File: config.mk
export PLATFORM = sky130hd
export DESIGN_NAME = rgba_sprite_writer_flat
export DESIGN_NICKNAME = d
export VERILOG_FILES = /design/src/rtl/rgba_sprite_writer_if.sv /design/src/rtl/rgba_sprite_writer.sv /design/src/flat_wrapper.sv
export SDC_FILE = /design/constraint.sdc
export NUM_CORES = 1
export LEC_CHECK = 0
export CORE_ASPECT_RATIO = 1.25
export CORE_MARGIN = 2
export CORE_UTILIZATION = 30
export DETAILED_ROUTE_END_ITERATION = 8
export HOLD_SLACK_MARGIN = 0.08
export PLACE_DENSITY = 0.6
export SYNTH_ARGS = -nofsm -noshare
export SYNTH_HDL_FRONTEND = slang
export SYNTH_SLANG_ARGS = --single-unit
File: constraint.sdc
create_clock -name clk -period 11.2 [get_ports clk]
set_clock_uncertainty 0.1 [all_clocks]
set_input_delay 3.36 -clock clk [delete_from_list [all_inputs] [get_ports clk]]
set_output_delay 3.36 -clock clk [all_outputs]
set_load 0.005 [all_outputs]
File: src/rtl/rgba_sprite_writer_if.sv
// Command, image-reader and framebuffer-write signals of rgba_sprite_writer.
// The master side is the scene sequencer together with the image memory read data.
interface rgba_sprite_writer_if;
  logic        start;
  logic [9:0]  dst_x;
  logic [8:0]  dst_y;
  logic [9:0]  spr_w;
  logic [8:0]  spr_h;
  logic        busy;
  logic        done;
  logic [18:0] src_addr;
  logic [15:0] src_rgba;
  logic        fb_we;
  logic [18:0] fb_addr;
  logic [11:0] fb_data;

  modport master (
    output start, dst_x, dst_y, spr_w, spr_h, src_rgba,
    input  busy, done, src_addr, fb_we, fb_addr, fb_data
  );

  modport slave (
    input  start, dst_x, dst_y, spr_w, spr_h, src_rgba,
    output busy, done, src_addr, fb_we, fb_addr, fb_data
  );
endinterface

File: src/rtl/rgba_sprite_writer.sv
// Blits an RGBA4444 sprite into the RGB444 framebuffer write port, skipping transparent pixels.
// Optional macro FB_CLIP_EN suppresses writes that fall outside FB_WIDTH x FB_HEIGHT.
module rgba_sprite_writer #(
  parameter int unsigned FB_WIDTH  = 640,
  parameter int unsigned FB_HEIGHT = 480,
  parameter int unsigned ALPHA_MIN = 8
) (
  input logic                 clk,
  input logic                 rst,
  rgba_sprite_writer_if.slave bus
);
  localparam logic [1:0] S_IDLE   = 2'd0;
  localparam logic [1:0] S_ISSUE  = 2'd1;
  localparam logic [1:0] S_DRAIN  = 2'd2;
  localparam logic [1:0] S_FINISH = 2'd3;

  logic [1:0]  state_q, state_d;
  logic [9:0]  dst_x_q, dst_x_d;
  logic [8:0]  dst_y_q, dst_y_d;
  logic [9:0]  spr_w_q, spr_w_d;
  logic [8:0]  spr_h_q, spr_h_d;
  logic [9:0]  col_q, col_d;
  logic [8:0]  row_q, row_d;
  logic [18:0] src_addr_q, src_addr_d;
  logic        drain_q, drain_d;
  logic        s1_valid_q, s1_valid_d, s2_valid_q, s2_valid_d;
  logic [10:0] s1_col_q, s1_col_d, s2_col_q, s2_col_d;
  logic [9:0]  s1_row_q, s1_row_d, s2_row_q, s2_row_d;
  logic [18:0] fb_addr_q, fb_addr_d;
  logic [11:0] fb_data_q, fb_data_d;
  logic        fb_we_c;
  logic        in_bounds;
  logic        last_pix;

  assign last_pix = (col_q == spr_w_q - 10'd1) && (row_q == spr_h_q - 9'd1);

  always_comb begin
    state_d    = state_q;
    dst_x_d    = dst_x_q;
    dst_y_d    = dst_y_q;
    spr_w_d    = spr_w_q;
    spr_h_d    = spr_h_q;
    col_d      = col_q;
    row_d      = row_q;
    src_addr_d = src_addr_q;
    drain_d    = drain_q;
    // Stage 1 captures the fb coordinates of the pixel being issued this cycle.
    s1_valid_d = 1'b0;
    s1_col_d   = {1'b0, dst_x_q} + {1'b0, col_q};
    s1_row_d   = {1'b0, dst_y_q} + {1'b0, row_q};
    s2_valid_d = s1_valid_q;
    s2_col_d   = s1_col_q;
    s2_row_d   = s1_row_q;
    case (state_q)
      S_IDLE: begin
        if (bus.start) begin
          dst_x_d = bus.dst_x;
          dst_y_d = bus.dst_y;
          spr_w_d = bus.spr_w;
          spr_h_d = bus.spr_h;
          col_d   = '0;
          row_d   = '0;
          if (bus.spr_w == 10'd0 || bus.spr_h == 9'd0) begin
            state_d = S_FINISH;
          end else begin
            state_d    = S_ISSUE;
            src_addr_d = '0;
          end
        end
      end
      S_ISSUE: begin
        s1_valid_d = 1'b1;
        if (last_pix) begin
          state_d = S_DRAIN;
          drain_d = 1'b0;
        end else begin
          // Raster order makes row*spr_w+col a plain running count.
          src_addr_d = src_addr_q + 19'd1;
          if (col_q == spr_w_q - 10'd1) begin
            col_d = '0;
            row_d = row_q + 9'd1;
          end else begin
            col_d = col_q + 10'd1;
          end
        end
      end
      S_DRAIN: begin
        drain_d = 1'b1;
        if (drain_q) state_d = S_FINISH;
      end
      default: state_d = S_IDLE;
    endcase
  end

  always_comb begin
`ifdef FB_CLIP_EN
    in_bounds = ({21'd0, s2_col_q} < FB_WIDTH) && ({22'd0, s2_row_q} < FB_HEIGHT);
`else
    in_bounds = 1'b1;
`endif
    // Read data arrives this cycle, so the write decision is combinational on src_rgba.
    fb_we_c   = s2_valid_q && ({28'd0, bus.src_rgba[3:0]} >= ALPHA_MIN) && in_bounds;
    fb_addr_d = fb_addr_q;
    fb_data_d = fb_data_q;
    if (fb_we_c) begin
      fb_addr_d = 19'(s2_row_q) * 19'(FB_WIDTH) + 19'(s2_col_q);
      fb_data_d = bus.src_rgba[15:4];
    end
  end

  always_ff @(posedge clk or posedge rst) begin
    if (rst) begin
      state_q    <= S_IDLE;
      dst_x_q    <= '0;
      dst_y_q    <= '0;
      spr_w_q    <= '0;
      spr_h_q    <= '0;
      col_q      <= '0;
      row_q      <= '0;
      src_addr_q <= '0;
      drain_q    <= 1'b0;
      s1_valid_q <= 1'b0;
      s1_col_q   <= '0;
      s1_row_q   <= '0;
      s2_valid_q <= 1'b0;
      s2_col_q   <= '0;
      s2_row_q   <= '0;
      fb_addr_q  <= '0;
      fb_data_q  <= '0;
    end else begin
      state_q    <= state_d;
      dst_x_q    <= dst_x_d;
      dst_y_q    <= dst_y_d;
      spr_w_q    <= spr_w_d;
      spr_h_q    <= spr_h_d;
      col_q      <= col_d;
      row_q      <= row_d;
      src_addr_q <= src_addr_d;
      drain_q    <= drain_d;
      s1_valid_q <= s1_valid_d;
      s1_col_q   <= s1_col_d;
      s1_row_q   <= s1_row_d;
      s2_valid_q <= s2_valid_d;
      s2_col_q   <= s2_col_d;
      s2_row_q   <= s2_row_d;
      fb_addr_q  <= fb_addr_d;
      fb_data_q  <= fb_data_d;
    end
  end

  assign bus.busy     = (state_q == S_ISSUE) || (state_q == S_DRAIN);
  assign bus.done     = (state_q == S_FINISH);
  assign bus.src_addr = src_addr_q;
  assign bus.fb_we    = fb_we_c;
  assign bus.fb_addr  = fb_addr_d;
  assign bus.fb_data  = fb_data_d;
endmodule

File: src/flat_wrapper.sv
// flat-port wrapper written by rule: the top's interface ports become plain ports
module rgba_sprite_writer_flat 
#(
  parameter int unsigned FB_WIDTH  = 640,
  parameter int unsigned FB_HEIGHT = 480,
  parameter int unsigned ALPHA_MIN = 8
)
  (clk, rst, bus_start, bus_dst_x, bus_dst_y, bus_spr_w, bus_spr_h, bus_src_rgba, bus_busy, bus_done, bus_src_addr, bus_fb_we, bus_fb_addr, bus_fb_data);
  rgba_sprite_writer_if bus_i ();
  input logic clk;
  input logic rst;
  input wire logic [$bits(bus_i.start)-1:0] bus_start;
  input wire logic [$bits(bus_i.dst_x)-1:0] bus_dst_x;
  input wire logic [$bits(bus_i.dst_y)-1:0] bus_dst_y;
  input wire logic [$bits(bus_i.spr_w)-1:0] bus_spr_w;
  input wire logic [$bits(bus_i.spr_h)-1:0] bus_spr_h;
  input wire logic [$bits(bus_i.src_rgba)-1:0] bus_src_rgba;
  output wire logic [$bits(bus_i.busy)-1:0] bus_busy;
  output wire logic [$bits(bus_i.done)-1:0] bus_done;
  output wire logic [$bits(bus_i.src_addr)-1:0] bus_src_addr;
  output wire logic [$bits(bus_i.fb_we)-1:0] bus_fb_we;
  output wire logic [$bits(bus_i.fb_addr)-1:0] bus_fb_addr;
  output wire logic [$bits(bus_i.fb_data)-1:0] bus_fb_data;
  assign bus_i.start = bus_start;
  assign bus_i.dst_x = bus_dst_x;
  assign bus_i.dst_y = bus_dst_y;
  assign bus_i.spr_w = bus_spr_w;
  assign bus_i.spr_h = bus_spr_h;
  assign bus_i.src_rgba = bus_src_rgba;
  assign bus_busy = bus_i.busy;
  assign bus_done = bus_i.done;
  assign bus_src_addr = bus_i.src_addr;
  assign bus_fb_we = bus_i.fb_we;
  assign bus_fb_addr = bus_i.fb_addr;
  assign bus_fb_data = bus_i.fb_data;
  rgba_sprite_writer #(.FB_WIDTH(FB_WIDTH), .FB_HEIGHT(FB_HEIGHT), .ALPHA_MIN(ALPHA_MIN)) u_core (.clk(clk), .rst(rst), .bus(bus_i));
endmodule
---- Word-level counts from Yosys, hierarchy flattened ----
Index checks and enable logic that the tools add are counted.
word-level totals
  input bits .............................. 57
  flip-flop bits (word level) ............. 154
operators by class
  multiplexer cells ....................... 22
  equality and inequality tests ........... 11
  multipliers ............................. 1
  reduce and logical (&&, ||, !) cells .... 15
  add/sub/neg operators ................... 8
  $lt $le $gt $ge ......................... 1
operator list
  cell                                                   count
  2-to-1 mux 19 bit                                      4
  case mux 19 bit (2 select lines)                       1
  2-to-1 mux 10 bit                                      3
  2-to-1 mux 9 bit                                       3
  case mux 10 bit (2 select lines)                       1
  adder 19 x 1 -> 19 bit, second input constant          1
  adder 19 x 11 -> 19 bit                                1
  case mux 9 bit (2 select lines)                        1
  multiplier 10 x 3 -> 12 bit, second input constant     1
  2-to-1 mux 12 bit                                      1
  adder 10 x 10 -> 11 bit                                1
  adder 10 x 1 -> 10 bit, second input constant          1
  adder 9 x 9 -> 10 bit                                  1
  == test 10 bit                                         1
  zero test 10 bit                                       1
  subtractor 10 x 1 -> 10 bit, second input constant     1
  adder 9 x 1 -> 9 bit, second input constant            1
  == test 9 bit                                          1
  zero test 9 bit                                        1
  subtractor 9 x 1 -> 9 bit, second input constant       1
  2-to-1 mux 2 bit                                       4
  AND reduction 4 bit                                    2
  inequality test 2 x 1 -> 1 bit, second input constant  3
  inequality test 2 bit, second input constant           3
  other kinds (12)                                       19

---- Longest topological paths before layout ----
Gate-level depths: netlist of the first run.
  depth in word-level cells ............... 5
  depth in mapped cells ................... 12
  mapped depth without buffers ............ 11

---- Worst setup path after synthesis of the first run ----
Ideal clock, no wire load.
  path type ............................... input -> output
  from .................................... input port bus_src_rgba[3]
  to ...................................... output port bus_fb_addr[0]
  buffers on the path ..................... 1
  data arrival time ....................... 4.199 ns
  required time ........................... 7.740 ns
  stages on the path ...................... 3
  setup slack ............................. 3.541 ns
  cells stage by stage .................... nand2_1 -> buf_1 -> mux2_2
between the ends
  word-level cells in the longest chain between the ends .. 3
ends and longest elaborated chain
  element              line                       RTL
  from (decl)          flat_wrapper.sv:17         input wire logic [$bits(bus_i.src_rgba)-1:0] bus_src_rgba;
  >= comparator 4 bit  rgba_sprite_writer.sv:102  fb_we_c = s2_valid_q && ({28'd0, bus.src_rgba[3:0]} >= ALPHA_MIN) && in_bounds;
  logical AND 1 bit    rgba_sprite_writer.sv:102
  2-to-1 mux 19 bit    rgba_sprite_writer.sv:105  if (fb_we_c) begin
  to (decl)            flat_wrapper.sv:22         output wire logic [$bits(bus_i.fb_addr)-1:0] bus_fb_addr;
Every way passes these cells.

---- Worst setup path in the final report of the first run ----
  from .................................... input port bus_src_rgba[3]
  to ...................................... output port bus_fb_addr[13]
Same word-level chain as after synthesis.

==> out/results.ini, run 1 <==
[outcome]
status=finished clean

[floorplan]
dieArea_um2=27680
fp.dieH_um=185.5
io_pins=110
initial_utilization=0.3040
core_um2=26010
rows=66
fp.dieW_um=149.2

[synth]
syn_area_um2=7908
synth.distinct_cells=61
ys_ff_latch=154
synth_fp_nets=824
postSynthAreaPerCell_um2=11.08
async_reset_ff_frac=1.000
ys_seq_area_frac=0.4873
synth_edf_count=0
ys.flop_type=dfrtp_1
netlist_instances=714
yosys_warnings=0

[timing]
relSlewSlack=0.2583
max_clock_freq_ghz=0.1113
finalSetupViolCount=0
fin_crit_sh=0.8021
setup_slack_ps=2217
worst_slew_pin_slew_ps=1109
slew_violations=0
tns_ps=0
hold_viol_final=0
min_period_ps=8983
rsz0062_at_grt=no

[hold_path]
min_path_cells=0
min_path_type=flip-flop to flip-flop
holdPathEnd=u_core.s2_col_q[7]$_DFF_PP0_
min_from=u_core.s1_col_q[7]$_DFF_PP0_

[clock_network]
clk_pin_slew_ps=70
clk_latency_ps=430
cts_setup_buffers=0
cts_sinks=154
cts_hold_buf=0
numCtsBuffers=17
cts_tree=yes
clock_path_buffers=2
cts-root-buf=clkbuf_16
cts_resized=0
cts_max_level=4

[power_and_ir_drop]
comb_power_share=0.450
pwr-share-seq=0.344
p_leak_nw=4.289
power.density_nw_per_um2=268.4
clkPwrFrac=0.206
power_switching_w=0.0009593
peakVddDrop_v=0.0001267
sw_frac_of_total=0.3604
internal-power_w=0.001702

[final_layout]
finalNetCount=934
drive_above_1_share=0.1446
fin_cells=1177
post-route-util=0.3812
mostFrequentLayoutCells=dfrtp_1, clkdlybuf4s50_1, mux2_2
antenna_cells=0
syn_to_final_growth_pct=25.41
final_common_cell=dfrtp_1

[critical_path]
worstPathCellList=clkdlybuf4s50_1 -> nand2_1 -> buf_4 -> inv_1 -> mux2_2 -> clkdlybuf4s50_1
crit_buf_inv=4
rrSetupSlack_ps=7500
cp_slowest_cell=clkdlybuf4s50_1
timing.critical_path.from_type=input port
critPathMostFrequentCell=clkdlybuf4s50_1
timing.rr.end=u_core.bus.src_addr[18]$_DFFE_PP0P_
required_ps=7740
crit_type=input port to primary output
crit_arrival_ps=5520
path_max_fanout=23
endpoint_kind=primary output
cp_slowest_stage_delay_ps=460
ff2ff_path_depth=9
critPathTopFamily=buffers and inverters
r2r-start=u_core.spr_w_q[0]$_DFFE_PP0P_

[route]
wl_per_cell_um=13.84
ant_nets=0
vias_per_cell=4.732
wirelength_um=16290
dr.pass1.iters=4
vias=5570
drc=0
drtIter0Drc=218

[grt]
grt_pass1_wl_um=27640
globalRoute.totalOverflow=0
grt_antenna_before_repair=0
grt_use_total=0.1249
grt_max_degree=82
grt_pass1_vias=5806

[placed_design]
numPortBuffers=106
dp_slack_ps=2154
post-dp-hpwl_um=11720
place_congestion=0.7972
dp.cells=1145

[run]
max-cap-violations=0

## routing by layer
| layer | GRT usage | part of all wire |
|---|---|---|
| met5 | 0 | 0 |
| met2 | 0.2175 | 0.49 |
| met4 | 0.04838 | 0.020 |
| met3 | 0.03603 | 0.062 |
| met1 | 0.1448 | 0.43 |
## stage by stage
stage	cell area [um^2]	power [W]	hold slack, ps
after floorplan	7908	0.001753	231.2
after global placement	9355	0.002113	231.4
after detailed placement	9355	0.002139	234.7
after CTS	9917	0.002708	244.7
after global routing	9917	0.002893	245.3
final	9917	0.002661	240.6
## cells in the mapped netlist (5+ instances only)
master	count	area share
inv_1	34	0.016
ha_1	49	0.078
and2_1	8	0.0063
nor2b_1	7	0.0055
and3_1	6	0.0047
nor3_1	13	0.0082
buf_1	5	0.0024
nand4_1	12	0.0095
clkbuf_1	10	0.0047
xnor2_1	39	0.043
dfrtp_1	154	0.49
nor4b_1	5	0.0055
nor4_1	9	0.0071
a21o_1	12	0.011
nand2_1	47	0.022
mux2_2	61	0.087
o21ai_0	41	0.026
nand2b_1	8	0.0063
a31o_2	11	0.012
nor2_1	42	0.020
nand3_1	10	0.0063
or3_1	12	0.0095
xor2_1	20	0.022
a21oi_1	38	0.024
## cell families (layout without fill, tap and decap cells)
group	after synthesis	in the layout	synth area share
simple gates	199	199	0.1372
flops	154	154	0.4873
compound gates	134	134	0.1085
mux	62	62	0.08813
xor+xnor	59	59	0.06535
fa+ha+maj	53	53	0.08766
buf+inv	53	176	0.02579
## layout make-up
| class | instances | area, um^2 |
|---|---|---|
| clock inverters | 13 | 108.9 |
| fillers | 2565 | 16100 |
| clock buffers | 19 | 452.9 |
| multi-input cells | 507 | 3852 |
| flip-flops and latches | 154 | 3854 |
| inverters | 34 | 132.6 |
| well taps | 340 | 425.4 |
| repair buffers | 110 | 1091 |
## worst max path at each step
stage / startpoint / end / slack, ps / cells past startpoint
finish: bus_src_rgba[3] / bus_fb_addr[13] / 2220 / 6
detailed placement: bus_src_rgba[3] / bus_fb_addr[13] / 2150 / 6
global route: bus_src_rgba[3] / bus_fb_addr[13] / 2040 / 6
CTS: bus_src_rgba[3] / bus_fb_addr[13] / 2130 / 6
floorplan: bus_src_rgba[3] / bus_fb_addr[0] / 3540 / 3
global placement: bus_src_rgba[3] / bus_fb_addr[13] / 2170 / 6
## sequential cells by signal, indices dropped and copies added, names as in the netlist, 10 cells and up
signal and flops:
u_core.bus.src_addr 19, u_core.col_q 10, u_core.dst_x_q 10, u_core.fb_addr_q 19, u_core.fb_data_q 12, u_core.s1_col_q 11
u_core.s1_row_q 10, u_core.s2_col_q 11, u_core.s2_row_q 10, u_core.spr_w_q 10
## power by group through the flow
| stage | registers, W | clock network [W] | logic (W) |
|---|---|---|---|
| global route | 0.000946 | 0.000590 | 0.00136 |
| CTS | 0.000918 | 0.000569 | 0.00122 |
| detailed placement | 0.000927 | 0 | 0.00121 |
| global placement | 0.000919 | 0 | 0.00119 |
| floorplan | 0.000879 | 0 | 0.000875 |
| finish | 0.000914 | 0.000549 | 0.00120 |
Power figures use the tool's default switching activity.
==> run 2: changes to the inputs <==
- PLACE_DENSITY: 0.6 -> 0.62
- clock period: 11.2 -> 7.88 ns (I/O delays scaled with it)
==> out/results.ini, run 2 (same netlist as run 1, synthesis figures left out) <==
[timing]
whs_ps=241.2  ; +0.5210 ps
fin_crit_sh=0.8585
rsz0062_at_grt=no
tns_ps=0  ; unchanged
hold_viol_final=0  ; unchanged
relSlewSlack=0.2952  ; +0.03694
slew_violations=0  ; unchanged
min_period_ps=6765
max_clock_freq_ghz=0.1478
finalSetupViolCount=0  ; unchanged
worst_slew_pin_slew_ps=1053  ; -55.21 ps

[critical_path]
r2r-start=u_core.spr_h_q[0]$_DFFE_PP0P_
endpoint_kind=primary output
timing.critical_path.from_type=input port
path_max_fanout=17  ; -26%
cp-startpoint=bus_src_rgba[3]
required_ps=5420  ; -2320 ps
crit_type=input port to primary output
crit_arrival_ps=4300  ; -1220 ps
rrSetupSlack_ps=4220  ; -3280 ps

[power_and_ir_drop]
peakVddDrop_v=0.0001724  ; +36%
power.density_nw_per_um2=382.7  ; +43%
total_power_w=0.003803  ; +43%
p_leak_nw=4.299  ; +0.24%

[route]
wl_per_cell_um=13.80  ; -0.27%
drtIter0Drc=222  ; +1.8%
ant_nets=0  ; unchanged
drc=0  ; unchanged
wirelength_um=16270  ; about the same
dr.pass1.iters=4  ; unchanged
vias=5606  ; +0.65%
vias_per_cell=4.755  ; +0.48%

[clock_network]
clock_path_buffers=2  ; unchanged
clk_latency_ps=420  ; about the same
cts_resized=0  ; unchanged
cts_sinks=154  ; unchanged
cts_max_level=4  ; unchanged
cts_setup_buffers=0  ; unchanged
clk_pin_slew_ps=70  ; about the same
cts-root-buf=clkbuf_16
cts_hold_buf=0  ; unchanged
numCtsBuffers=17  ; unchanged
cts_tree=yes

[outcome]
status=finished clean

[final_layout]
stdcell_area_um2=9937  ; +0.20%
mostFrequentLayoutCells=dfrtp_1, clkdlybuf4s50_1, mux2_2
fill_cells=2564  ; -0.039%
final_common_cell=dfrtp_1
finalNetCount=935  ; +0.11%
syn_to_final_growth_pct=25.66
drive_above_1_share=0.1432  ; -0.001366
post-route-util=0.3820  ; +0.0007700

[grt]
grt_pass1_wl_um=27870  ; +0.82%
grt_antenna_before_repair=1  ; +1
globalRoute.totalOverflow=0  ; unchanged
grt_pass1_vias=5858  ; +0.90%
grt_use_total=0.1267  ; +0.001852
grt_max_degree=102  ; +24%

[placed_design]
numPortBuffers=106  ; unchanged
place_congestion=0.7834  ; -1.7%
post-dp-hpwl_um=11930  ; +1.8%
place_area_um2=9363  ; about the same

[floorplan]
rows=66  ; unchanged
initial_utilization=0.3040  ; unchanged
fp.dieH_um=185.5  ; unchanged
io_pins=110  ; unchanged
dieArea_um2=27680  ; unchanged
fp.dieW_um=149.2  ; unchanged
core_um2=26010  ; unchanged

[run]
max-cap-violations=0  ; unchanged

[hold_path]
min_from=u_core.s1_row_q[5]$_DFF_PP0_
min_path_type=flip-flop to flip-flop

## run 2: cell count changes in the layout (fill, tap and decap cells not counted)
cell        previous run  this run
clkbuf_1               0         2
bufinv_16              0         1
diode_2                0         1
clkinvlp_4             5         4
inv_8                  2         1
buf_4                  4         5
inv_6                  5         4
## run 2: metal layers
layer / up-vias / routed length (um) / track usage
met5: - / 0 / 0
met4: 0 / 226 / 0.04343
met2: 102 / 8197 / 0.2205
li1: 2778 / - / -
met3: 17 / 1014 / 0.04191
met1: 2709 / 6834 / 0.1461
## run 2: layout make-up
| class | instances | area [um^2] | share of cell area |
|---|---|---|---|
| tap | 340 | 425.4 | 0.04281 |
| antenna | 1 | 2.502 | 0.0002518 |
| sequential | 154 | 3854 | 0.3878 |
| multi-input combinational | 507 | 3852 | 0.3877 |
| timing repair buffer | 111 | 1099 | 0.1106 |
| clock inverter | 11 | 111.4 | 0.01121 |
| clock buffer | 21 | 460.4 | 0.04634 |
| inverter | 34 | 132.6 | 0.01335 |
## run 2: worst paths after layout
check | depth (start not counted) | to
min in group asynchronous | 2 | u_core.fb_addr_q[5]$_DFF_PP0_
worst max register to register | 10 | u_core.bus.src_addr[16]$_DFFE_PP0P_
worst max-delay path | 6 | bus_fb_addr[13]
max in group asynchronous | 3 | u_core.dst_y_q[8]$_DFFE_PP0P_
worst min register to register | 0 | u_core.s2_row_q[5]$_DFF_PP0_
worst min-delay path | 0 | u_core.s2_row_q[5]$_DFF_PP0_
## run 2: per-stage QoR
stage / setup WS, ps / cells
after floorplan: 1266 / 714
after global placement: 1101 / 1146
after detailed placement: 1090 / 1146
after CTS: 1072 / 1178
after global routing: 1009 / 1178
final: 1115 / 1179
## run 2: critical path: stages
cell and delay [ps]:
clkdlybuf4s50_1 460, nand2_1 280, buf_4 310, inv_1 80, mux2_2 340, clkdlybuf4s50_1 450
## run 2: report_power, final
group | switching (W) | internal (W) | total, W
clock network | 0.000337 | 0.000456 | 0.000793
registers | 0.000196 | 0.00110 | 0.00130
logic | 0.000818 | 0.000895 | 0.00171
==> run 3: changes to the inputs <==
- TNS_END_PERCENT: unset -> 50
==> results of run 3 <==
Final layout, timing and power as in run 2 (identical DEF).
